**src/rtl/multi_debouncer_if.sv**
```systemverilog
// Button bundle between the raw front-panel inputs and the debouncer.
// The master side drives the raw pushbutton levels; the slave side (the
// debouncer) returns the cleaned levels, edge pulses and the sample strobe.
interface multi_debouncer_if #(
    parameter int CHANNELS = 4
);
    logic [CHANNELS-1:0] pb_in;
    logic [CHANNELS-1:0] pb_level;
    logic [CHANNELS-1:0] pb_rise;
    logic [CHANNELS-1:0] pb_fall;
    logic [CHANNELS-1:0] pb_long;
    logic                tick;

    modport master (
        output pb_in,
        input  pb_level,
        input  pb_rise,
        input  pb_fall,
        input  pb_long,
        input  tick
    );

    modport slave (
        input  pb_in,
        output pb_level,
        output pb_rise,
        output pb_fall,
        output pb_long,
        output tick
    );
endinterface

```
**src/rtl/multi_debouncer.sv**
```systemverilog
// Multi-channel pushbutton debouncer.
// Each raw input is brought into the clk domain by a two-flop synchroniser,
// sampled on a shared prescaled tick and only accepted as a new level after
// STABLE_SAMPLES consecutive differing samples. Per channel it produces the
// clean level, one-clock press/release pulses and a one-shot long-press
// pulse after LONG_SAMPLES ticks of continuous press.
module multi_debouncer #(
    parameter int CHANNELS       = 4,
    parameter int CLK_FREQ       = 50_000_000,
    parameter int SAMPLE_FREQ    = 1_000,
    parameter int STABLE_SAMPLES = 20,
    parameter int LONG_SAMPLES   = 1_000,
    parameter int ACTIVE_LOW_IN  = 0
) (
    input  logic             clk,
    input  logic             rst,
    multi_debouncer_if.slave bus
);

    localparam int TICK_DIV = CLK_FREQ / SAMPLE_FREQ;
    localparam int PRESC_W  = (TICK_DIV > 1) ? $clog2(TICK_DIV) : 1;
    localparam int STAB_W   = (STABLE_SAMPLES > 0) ? $clog2(STABLE_SAMPLES + 1) : 1;
    localparam int LONG_W   = $clog2(LONG_SAMPLES + 1);

    localparam logic [PRESC_W-1:0] PRESC_LAST = PRESC_W'(TICK_DIV - 1);
    localparam logic [PRESC_W-1:0] PRESC_PRE  = PRESC_W'(TICK_DIV - 2);
    localparam logic [PRESC_W-1:0] PRESC_ONE  = PRESC_W'(1);
    localparam logic [STAB_W-1:0]  STAB_LAST  = STAB_W'(STABLE_SAMPLES - 1);
    localparam logic [STAB_W-1:0]  STAB_ONE   = STAB_W'(1);
    localparam logic [LONG_W-1:0]  LONG_MAX   = LONG_W'(LONG_SAMPLES);
    localparam logic [LONG_W-1:0]  LONG_PRE   = LONG_W'(LONG_SAMPLES - 1);
    localparam logic [LONG_W-1:0]  LONG_ONE   = LONG_W'(1);

    // Inversion mask so that a sample of 1 always means "pressed".
    localparam logic [CHANNELS-1:0] INV_MASK =
        (ACTIVE_LOW_IN != 0) ? {CHANNELS{1'b1}} : {CHANNELS{1'b0}};

    // Prescaler and sample strobe
    logic [PRESC_W-1:0]  presc_r;
    logic                tick_r;

    // Synchroniser and normalised sample
    logic [CHANNELS-1:0] sync1_r;
    logic [CHANNELS-1:0] sync2_r;
    logic [CHANNELS-1:0] sample_s;

    // Per-channel debounce state and pulses
    logic [CHANNELS-1:0] level_r;
    logic [CHANNELS-1:0] level_s;
    logic [CHANNELS-1:0] rise_r;
    logic [CHANNELS-1:0] rise_s;
    logic [CHANNELS-1:0] fall_r;
    logic [CHANNELS-1:0] fall_s;
    logic [CHANNELS-1:0] long_r;
    logic [CHANNELS-1:0] long_s;
    logic [STAB_W-1:0]   stab_r [CHANNELS];
    logic [STAB_W-1:0]   stab_s [CHANNELS];
    logic [LONG_W-1:0]   hold_r [CHANNELS];
    logic [LONG_W-1:0]   hold_s [CHANNELS];

    // Free-running prescaler; tick is registered one count early so that it
    // is high exactly in the cycle where the counter sits on its last value.
    always_ff @(posedge clk or negedge rst) begin
        if (!rst) begin
            presc_r <= '0;
            tick_r  <= 1'b0;
        end else begin
            if (presc_r == PRESC_LAST) begin
                presc_r <= '0;
            end else begin
                presc_r <= presc_r + PRESC_ONE;
            end
            tick_r <= (presc_r == PRESC_PRE);
        end
    end

    // Two-flop synchroniser for every raw button input.
    always_ff @(posedge clk or negedge rst) begin
        if (!rst) begin
            sync1_r <= '0;
            sync2_r <= '0;
        end else begin
            sync1_r <= bus.pb_in;
            sync2_r <= sync1_r;
        end
    end

    assign sample_s = sync2_r ^ INV_MASK;

    // Next-state logic: stability run length, level acceptance, edge pulses
    // and the saturating long-press counter, evaluated per channel.
    always_comb begin
        level_s = level_r;
        rise_s  = '0;
        fall_s  = '0;
        long_s  = '0;
        for (int i = 0; i < CHANNELS; i++) begin
            stab_s[i] = stab_r[i];
            hold_s[i] = hold_r[i];

            // A sample equal to the current level restarts the run; the
            // STABLE_SAMPLES-th differing sample in a row flips the level.
            if (tick_r) begin
                if (sample_s[i] == level_r[i]) begin
                    stab_s[i] = '0;
                end else if (stab_r[i] == STAB_LAST) begin
                    stab_s[i]  = '0;
                    level_s[i] = ~level_r[i];
                    rise_s[i]  = ~level_r[i];
                    fall_s[i]  = level_r[i];
                end else begin
                    stab_s[i] = stab_r[i] + STAB_ONE;
                end
            end else begin
                stab_s[i] = stab_r[i];
            end

            // Long-press time only accrues while the level is already high;
            // a release in this tick wins over a long-press firing, so the
            // pulses on one channel stay mutually exclusive.
            if (!level_r[i] || fall_s[i]) begin
                hold_s[i] = '0;
            end else if (tick_r && (hold_r[i] != LONG_MAX)) begin
                hold_s[i] = hold_r[i] + LONG_ONE;
                long_s[i] = (hold_r[i] == LONG_PRE);
            end else begin
                hold_s[i] = hold_r[i];
            end
        end
    end

    // Debounce state and registered output pulses.
    always_ff @(posedge clk or negedge rst) begin
        if (!rst) begin
            level_r <= '0;
            rise_r  <= '0;
            fall_r  <= '0;
            long_r  <= '0;
            for (int i = 0; i < CHANNELS; i++) begin
                stab_r[i] <= '0;
                hold_r[i] <= '0;
            end
        end else begin
            level_r <= level_s;
            rise_r  <= rise_s;
            fall_r  <= fall_s;
            long_r  <= long_s;
            for (int i = 0; i < CHANNELS; i++) begin
                stab_r[i] <= stab_s[i];
                hold_r[i] <= hold_s[i];
            end
        end
    end

    assign bus.pb_level = level_r;
    assign bus.pb_rise  = rise_r;
    assign bus.pb_fall  = fall_r;
    assign bus.pb_long  = long_r;
    assign bus.tick     = tick_r;

endmodule

```
**src/flat_wrapper.sv**
```systemverilog
// flat-port wrapper written by rule: the top's interface ports become plain ports
module multi_debouncer_flat 
#(
    parameter int CHANNELS       = 4,
    parameter int CLK_FREQ       = 50_000_000,
    parameter int SAMPLE_FREQ    = 1_000,
    parameter int STABLE_SAMPLES = 20,
    parameter int LONG_SAMPLES   = 1_000,
    parameter int ACTIVE_LOW_IN  = 0
)
  (clk, rst, bus_pb_in, bus_pb_level, bus_pb_rise, bus_pb_fall, bus_pb_long, bus_tick);
  multi_debouncer_if #(.CHANNELS(CHANNELS)) bus_i ();
  input  logic clk;
  input  logic rst;
  input wire logic [$bits(bus_i.pb_in)-1:0] bus_pb_in;
  output wire logic [$bits(bus_i.pb_level)-1:0] bus_pb_level;
  output wire logic [$bits(bus_i.pb_rise)-1:0] bus_pb_rise;
  output wire logic [$bits(bus_i.pb_fall)-1:0] bus_pb_fall;
  output wire logic [$bits(bus_i.pb_long)-1:0] bus_pb_long;
  output wire logic [$bits(bus_i.tick)-1:0] bus_tick;
  assign bus_i.pb_in = bus_pb_in;
  assign bus_pb_level = bus_i.pb_level;
  assign bus_pb_rise = bus_i.pb_rise;
  assign bus_pb_fall = bus_i.pb_fall;
  assign bus_pb_long = bus_i.pb_long;
  assign bus_tick = bus_i.tick;
  multi_debouncer #(.CHANNELS(CHANNELS), .CLK_FREQ(CLK_FREQ), .SAMPLE_FREQ(SAMPLE_FREQ), .STABLE_SAMPLES(STABLE_SAMPLES), .LONG_SAMPLES(LONG_SAMPLES), .ACTIVE_LOW_IN(ACTIVE_LOW_IN)) u_core (.clk(clk), .rst(rst), .bus(bus_i));
endmodule
```
**config.mk**
```make
export PLATFORM = sky130hd
export DESIGN_NAME = multi_debouncer_flat
export DESIGN_NICKNAME = d
export VERILOG_FILES = /design/src/rtl/multi_debouncer_if.sv /design/src/rtl/multi_debouncer.sv /design/src/flat_wrapper.sv
export SDC_FILE = /design/constraint.sdc
export NUM_CORES = 1
export LEC_CHECK = 0
export CORE_ASPECT_RATIO = 1.5
export CORE_MARGIN = 2
export CORE_UTILIZATION = 60
export DETAILED_ROUTE_END_ITERATION = 16
export PLACE_DENSITY = 0.78
export SLEW_MARGIN = 15
export SYNTH_ARGS = -nofsm -noshare
export SYNTH_HDL_FRONTEND = slang
export SYNTH_SLANG_ARGS = --single-unit
```
**constraint.sdc**
```tcl
create_clock -name clk -period 2 [get_ports clk]
set_input_delay 0.4 -clock clk [delete_from_list [all_inputs] [get_ports clk]]
set_output_delay 0.4 -clock clk [all_outputs]
set_load 0.1 [all_outputs]
```
==> run_results.csv, run 1 <==
group,metric,value,unit
logic_synthesis,yosysWarnings,0,
timing,min_period,1.83,ns
setup_path,cp-end-kind,"flop",
logic_synthesis,ys_async_sr_fraction,100,%
hold_path,holdCritPathClass,"in2async",
final_layout,design_area,5520,um^2
power,irDropWorstVdd,0.519,mV
place,dp_hpwl,5760,um
logic_synthesis,synth_edf_count,0,
clock_network,cts_max_level,3,
run_status,status,"finished clean",
timing,finalHoldViolCount,0,
floorplanning,initial_utilization,60.7,%
logic_synthesis,synth_cell_types,43,
drt,routed_via_density,5.56,
setup_path,cp-start-kind,"flop",
place,pre_cts_ws,0.179,ns
floorplanning,die_h,114,um
setup_path,crit_required,2.20,ns
clock_network,clock_sinks,101,
place,gp_congestion,0.791,
setup_path,path_cells,"ha_1 > nand3b_1 > or3b_1 > o21ai_2 > o21ai_1",
logic_synthesis,synth-seq-cells,101,
setup_path,cp_top_family,"compound AO/OA/AOI/OAI gates",
grt,grt_pass1_vias,3382,
timing,relSlewSlack,68.1,%
clock_network,path_clk_slew,0.06,ns
logic_synthesis,ys_seq_area_share,52.6,%
clock_network,cts_tree,"built",
setup_path,slowest_stage,"or3b_1",
clock_network,root_buffer,"clkbuf_16",
floorplanning,die_x,77.1,um
timing,rsz0062_at_grt,"false",
grt,grt_overflow_total,0,
setup_path,path_max_fanout,12,
clock_network,clk_latency,0.34,ns
setup_path,max_stage_delay,0.42,ns
grt,grt_use_total,21.5,%
grt,grt_pass1_wl,14900,um
timing,fin_skew,0.00496,ns
final_layout,area_growth_syn_to_layout,15.0,%
final_layout,drive_above_1_share,12.8,%
floorplanning,core,7910,um^2
setup_path,cp_num_buf_inv,0,
final_layout,fin_cells,599,
timing,worstMarginPinSlew,0.478,ns
grt,antenna_found_initial,0,
setup_path,critPathKind,"reg2reg",
final_layout,final_cell_mix,"100 x dfrtp_1, 64 x nor2_1, 34 x xnor2_1",
logic_synthesis,avgSynthCellArea,10.5,um^2
drt,wire_per_inst,14.0,um
floorplanning,fp-row-count,40,
clock_network,cts_made_buffers,9,
timing,max_freq,547,MHz
clock_network,postCtsSetupRepairBufs,0,
clock_network,clock_path_buffers,2,
place,placed_cell_area,5210,um^2
logic_synthesis,syn_area,4800,um^2
power,leakage,2.36,nW
place,place_inst,583,
grt,grt_max_degree,34,
timing,finalMaxSlewViolations,0,
power,cellPowerDensity,717,nW/um^2
drt,antenna_left,0,
place,io_buffers,22,
run,drv_cap,0,
floorplanning,die-area,8750,um^2
logic_synthesis,ys.flop_type,"dfrtp_1",
drt,finalWirelength,8390,um
timing,min_period_over_period,91.4,%
logic_synthesis,syn_inst,456,
timing,setup_ws,0.173,ns
timing,setup_viol,0,
drt,vias,3328,
drt,drt-initial-drc-count,197,
floorplanning,pin_count,23,
drt,drtPass1Iterations,4,
final_layout,finalNetCount,509,
drt,route.detailed.drc,0,
logic_synthesis,synth_nets,476,
timing,setup_tns,0,ns
final_layout,antenna_cells,0,
setup_path,arrival,2.03,ns
final_layout,final_common_cell,"dfrtp_1",
setup_path,reg2reg_slack,0.17,ns
-- final cells by class --
class                      count  area (um^2)
clock buffer                  12          236
clock inverter                 4         72.6
fill                         613         2380
inverter                      21         78.8
multi-input combinational    323         2140
sequential                   101         2530
tap                          105          131
timing repair buffer          33          333
-- worst register-to-register path, cell delays in order (launching register included) --
cell and delay [ns]:
dfrtp_1 0.39, ha_1 0.22, nand3b_1 0.11, or3b_1 0.42
o21ai_2 0.42, o21ai_1 0.13
-- Yosys cell counts (5+ instances only) --
cell type / n / area share, %
nor2_1: 64 / 5.0
o21ai_0: 20 / 2.1
and3_1: 8 / 1.0
dfrtp_1: 101 / 53
xor2_1: 14 / 2.6
nor3_1: 14 / 1.5
nor4_1: 6 / 0.78
nand2_1: 29 / 2.3
nand3b_1: 10 / 1.6
a21oi_1: 6 / 0.63
nor3b_1: 6 / 0.94
or3b_1: 5 / 0.91
nand2b_1: 6 / 0.78
ha_1: 14 / 3.6
inv_1: 21 / 1.6
nand4_2: 6 / 1.6
nand3_1: 20 / 2.1
nand4_1: 10 / 1.3
xnor2_1: 34 / 6.2
-- kinds of logic after synthesis --
family                   share of synthesized area, %
XOR/XNOR                                         8.75
buffers and inverters                            2.94
multiplexers                                     1.77
flip-flops                                       52.6
adder cells (fa/ha/maj)                          3.65
AO/OA/AOI/OAI                                    8.07
AND/OR/NAND/NOR                                  22.2
-- state kept, by name (all words and copies together) (netlist names) --
register	count
u_core.bus.pb_rise	4
u_core.hold_r	40
u_core.sync1_r	4
u_core.presc_r	16
u_core.bus.pb_fall	4
u_core.stab_r	20
u_core.bus.tick	1
u_core.bus.pb_level	4
u_core.sample_s	4
u_core.bus.pb_long	4
-- per-stage QoR --
| step | hold WS (ns) | total power, mW | utilization, % |
|---|---|---|---|
| floorplan | 0.104 | 2.11 | - |
| global placement | 0.333 | 2.18 | 65.8 |
| detailed placement | 0.335 | 2.18 | 65.8 |
| CTS | 0.0124 | 3.99 | 69.7 |
| global route | 0.0264 | 4.11 | 69.8 |
| finish | 0.00674 | 3.96 | 69.8 |
-- per-layer routing --
metal / vias up / routed length (um) / global-route usage [%]
met5: - / 0 / 0
met4: 0 / 109 / 8.21
met3: 11 / 242 / 5.38
met2: 43 / 4500 / 39.1
met1: 1629 / 3540 / 24.1
li1: 1645 / - / -
-- power by group --
| group | switching (mW) | total, mW | leakage [nW] | internal (mW) |
|---|---|---|---|---|
| Combinational | 0.0540 | 0.0793 | 0.835 | 0.0253 |
| Clock | 0.726 | 1.82 | 0.147 | 1.10 |
| Sequential | 0.00701 | 2.06 | 1.38 | 2.05 |
-- worst paths after layout --
kind                                    from                endpoint  cells past startpoint
setup / recovery           u_core.stab_r[10]  u_core.bus.pb_level[1]                      5
hold / removal                           rst       u_core.stab_r[17]                      1
setup reg to reg           u_core.stab_r[10]  u_core.bus.pb_level[1]                      5
hold reg to reg            u_core.sync1_r[2]      u_core.sample_s[2]                      0
max in group asynchronous                rst       u_core.hold_r[34]                      2
min in group clk           u_core.sync1_r[2]      u_core.sample_s[2]                      0
-- timing repair --
action	in CTS	in global routing
gates resized for setup	0	1
hold buffers	0	0
setup endpoints to repair	0	2
(Power assumes the default switching activity.)
==> run 2: changes to the inputs <==
--- a/config.mk
+++ b/config.mk
@@ -5,7 +5,6 @@
 export SDC_FILE = /design/constraint.sdc
 export NUM_CORES = 1
 export LEC_CHECK = 0
-export CORE_ASPECT_RATIO = 1.5
 export CORE_MARGIN = 2
 export CORE_UTILIZATION = 60
 export DETAILED_ROUTE_END_ITERATION = 16
==> run 2 against run 1 <==
Compared with the run above:
- sequential power hardly changed
- sequential cell count stayed put
- non-clock buffer count is 1 lower
==> run_results.csv, run 2 (synthesis gave the netlist of run 1 again) <==
group,metric,value,unit
run_status,status,"finished clean",
setup_path,slowest_stage,"o21ai_2",
clock_network,clock_sinks,101,
floorplanning,core,7730,um^2
floorplanning,fp-row-count,32,
final_layout,final_cell_mix,"100 x dfrtp_1, 64 x nor2_1, 34 x xnor2_1",
timing,setup_viol,0,
final_layout,multi_input_area,2140,um^2
timing,min_period,1.81,ns
timing,rsz0062_at_grt,"false",
final_layout,drive_above_1_share,13.2,%
power,irDropWorstVdd,0.421,mV
floorplanning,die_h,93.5,um
final_layout,final_common_cell,"dfrtp_1",
setup_path,max_stage_delay,0.44,ns
grt,grt_overflow_total,0,
drt,vias,3277,
timing,fin_skew,0.00672,ns
setup_path,cp_top_family,"compound AO/OA/AOI/OAI gates",
run,drv_cap,0,
power,cellPowerDensity,689,nW/um^2
setup_path,arrival,2.02,ns
drt,antenna_left,0,
setup_path,reg2reg_from,"u_core.stab_r[10]",
final_layout,ff_latch_area,2530,um^2
drt,drt-initial-drc-count,120,
floorplanning,die-area,8740,um^2
timing,finalMaxSlewViolations,0,
floorplanning,die_x,93.5,um
place,io_buffers,22,
grt,grt_use_total,20.9,%
power,leakage,2.35,nW
final_layout,fillers,547,
final_layout,area_growth_syn_to_layout,14.2,%
place,gp_congestion,0.836,
setup_path,path_max_fanout,12,
final_layout,finalNetCount,508,
drt,routed_via_density,5.51,
setup_path,cp-start-kind,"flop",
setup_path,r2r-end,"u_core.bus.pb_level[1]",
grt,antenna_found_initial,0,
clock_network,clk_latency,0.35,ns
timing,finalHoldViolCount,0,
timing,min_period_over_period,90.3,%
drt,drtPass1Iterations,4,
timing,worstMarginPinSlew,0.507,ns
place,dp_hpwl,5630,um
clock_network,path_clk_slew,0.09,ns
timing,relSlewSlack,66.2,%
timing,timing.hold.ws,0.00439,ns
final_layout,antenna_cells,0,
drt,wire_per_inst,13.2,um
final_layout,top_register,"u_core.hold_r",
drt,route.detailed.drc,0,
grt,grt_pass1_wl,14600,um
hold_path,holdCritPathClass,"in2async",
setup_path,crit_required,2.22,ns
clock_network,root_buffer,"clkbuf_8",
clock_network,clock_path_buffers,2,
clock_network,cts_max_level,3,
setup_path,cp_num_buf_inv,0,
clock_network,cts_tree,"built",
grt,grt_pass1_vias,3329,
floorplanning,initial_utilization,62.2,%
final_layout,reg_top3,"u_core.hold_r x40, u_core.stab_r x20, u_core.presc_r x16",
final_layout,largest_reg_flops,40,
final_layout,post-route-util,71.0,%
setup_path,path_cells,"ha_1 > nand3b_1 > or3b_1 > o21ai_2 > o21ai_1",
floorplanning,pin_count,23,
clock_network,cts_made_buffers,9,
timing,max_freq,553,MHz
drt,finalWirelength,7870,um
setup_path,critPathKind,"reg2reg",
setup_path,reg2reg_slack,0.19,ns
timing,setup_tns,0,ns
setup_path,cp-end-kind,"flop",
grt,grt_max_degree,35,
setup_path,rr_worst_depth,5,
setup_path,cp.depth,5,
run 2: changes by cell type in the layout (fill, tap and decap cells not counted), sizes merged:
cell	before	now
clkinvlp	1	0
clkbuf	12	10
buf	29	28
bufinv	2	4
clkinv	1	2
run 2: layout make-up:
type | count | share of cell area [%]
sequential | 101 | 46.1
multi-input combinational | 323 | 39.0
timing repair buffer | 32 | 6.16
clock buffer | 10 | 2.51
clock inverter | 6 | 2.44
tap | 102 | 2.33
inverter | 21 | 1.44
run 2: per-layer routing:
layer	GRT usage, %	vias to the layer above	wire, um	share of wire (%)
li1	-	1633	-	-
met1	27.1	1593	3700	47
met2	35.0	41	3790	48
met3	5.16	10	286	3.6
met4	6.25	0	95	1.2
met5	0	-	0	0
run 2: metrics by stage:
step / setup slack, ns / total power [mW] / std cells / cell area, um^2
after floorplan: 0.00391 / 2.11 / 456 / 4800
after global placement: 0.237 / 2.18 / 579 / 5210
final: 0.193 / 3.78 / 595 / 5490
after detailed placement: 0.150 / 2.18 / 579 / 5210
after CTS: 0.134 / 3.83 / 595 / 5480
after global routing: 0.0525 / 3.94 / 595 / 5490
run 2: power breakdown:
part           switching, mW  internal [mW]  total (mW)  leakage, nW
registers            0.00649           2.05        2.05         1.38
logic                 0.0545         0.0253      0.0799        0.834
clock network          0.655          0.991        1.65        0.136
run 2: worst max-delay path by stage:
| stage | endpoint | startpoint | slack [ns] |
|---|---|---|---|
| floorplan | u_core.bus.pb_level[1] | u_core.bus.tick | 0.004 |
| global placement | u_core.bus.pb_level[2] | u_core.stab_r[5] | 0.24 |
| detailed placement | u_core.bus.pb_level[2] | u_core.stab_r[5] | 0.15 |
| CTS | u_core.bus.pb_level[2] | u_core.stab_r[5] | 0.13 |
| global route | u_core.bus.pb_level[1] | u_core.stab_r[10] | 0.05 |
| finish | u_core.bus.pb_level[1] | u_core.stab_r[10] | 0.19 |
run 2: repair_timing:
action / CTS / global route
hold buffers: 0 / 0
endpoints found under the hold margin: 0 / 0
gates resized for setup: 0 / 1
buffers inserted: 0 / 0
endpoints found under the setup margin: 0 / 12
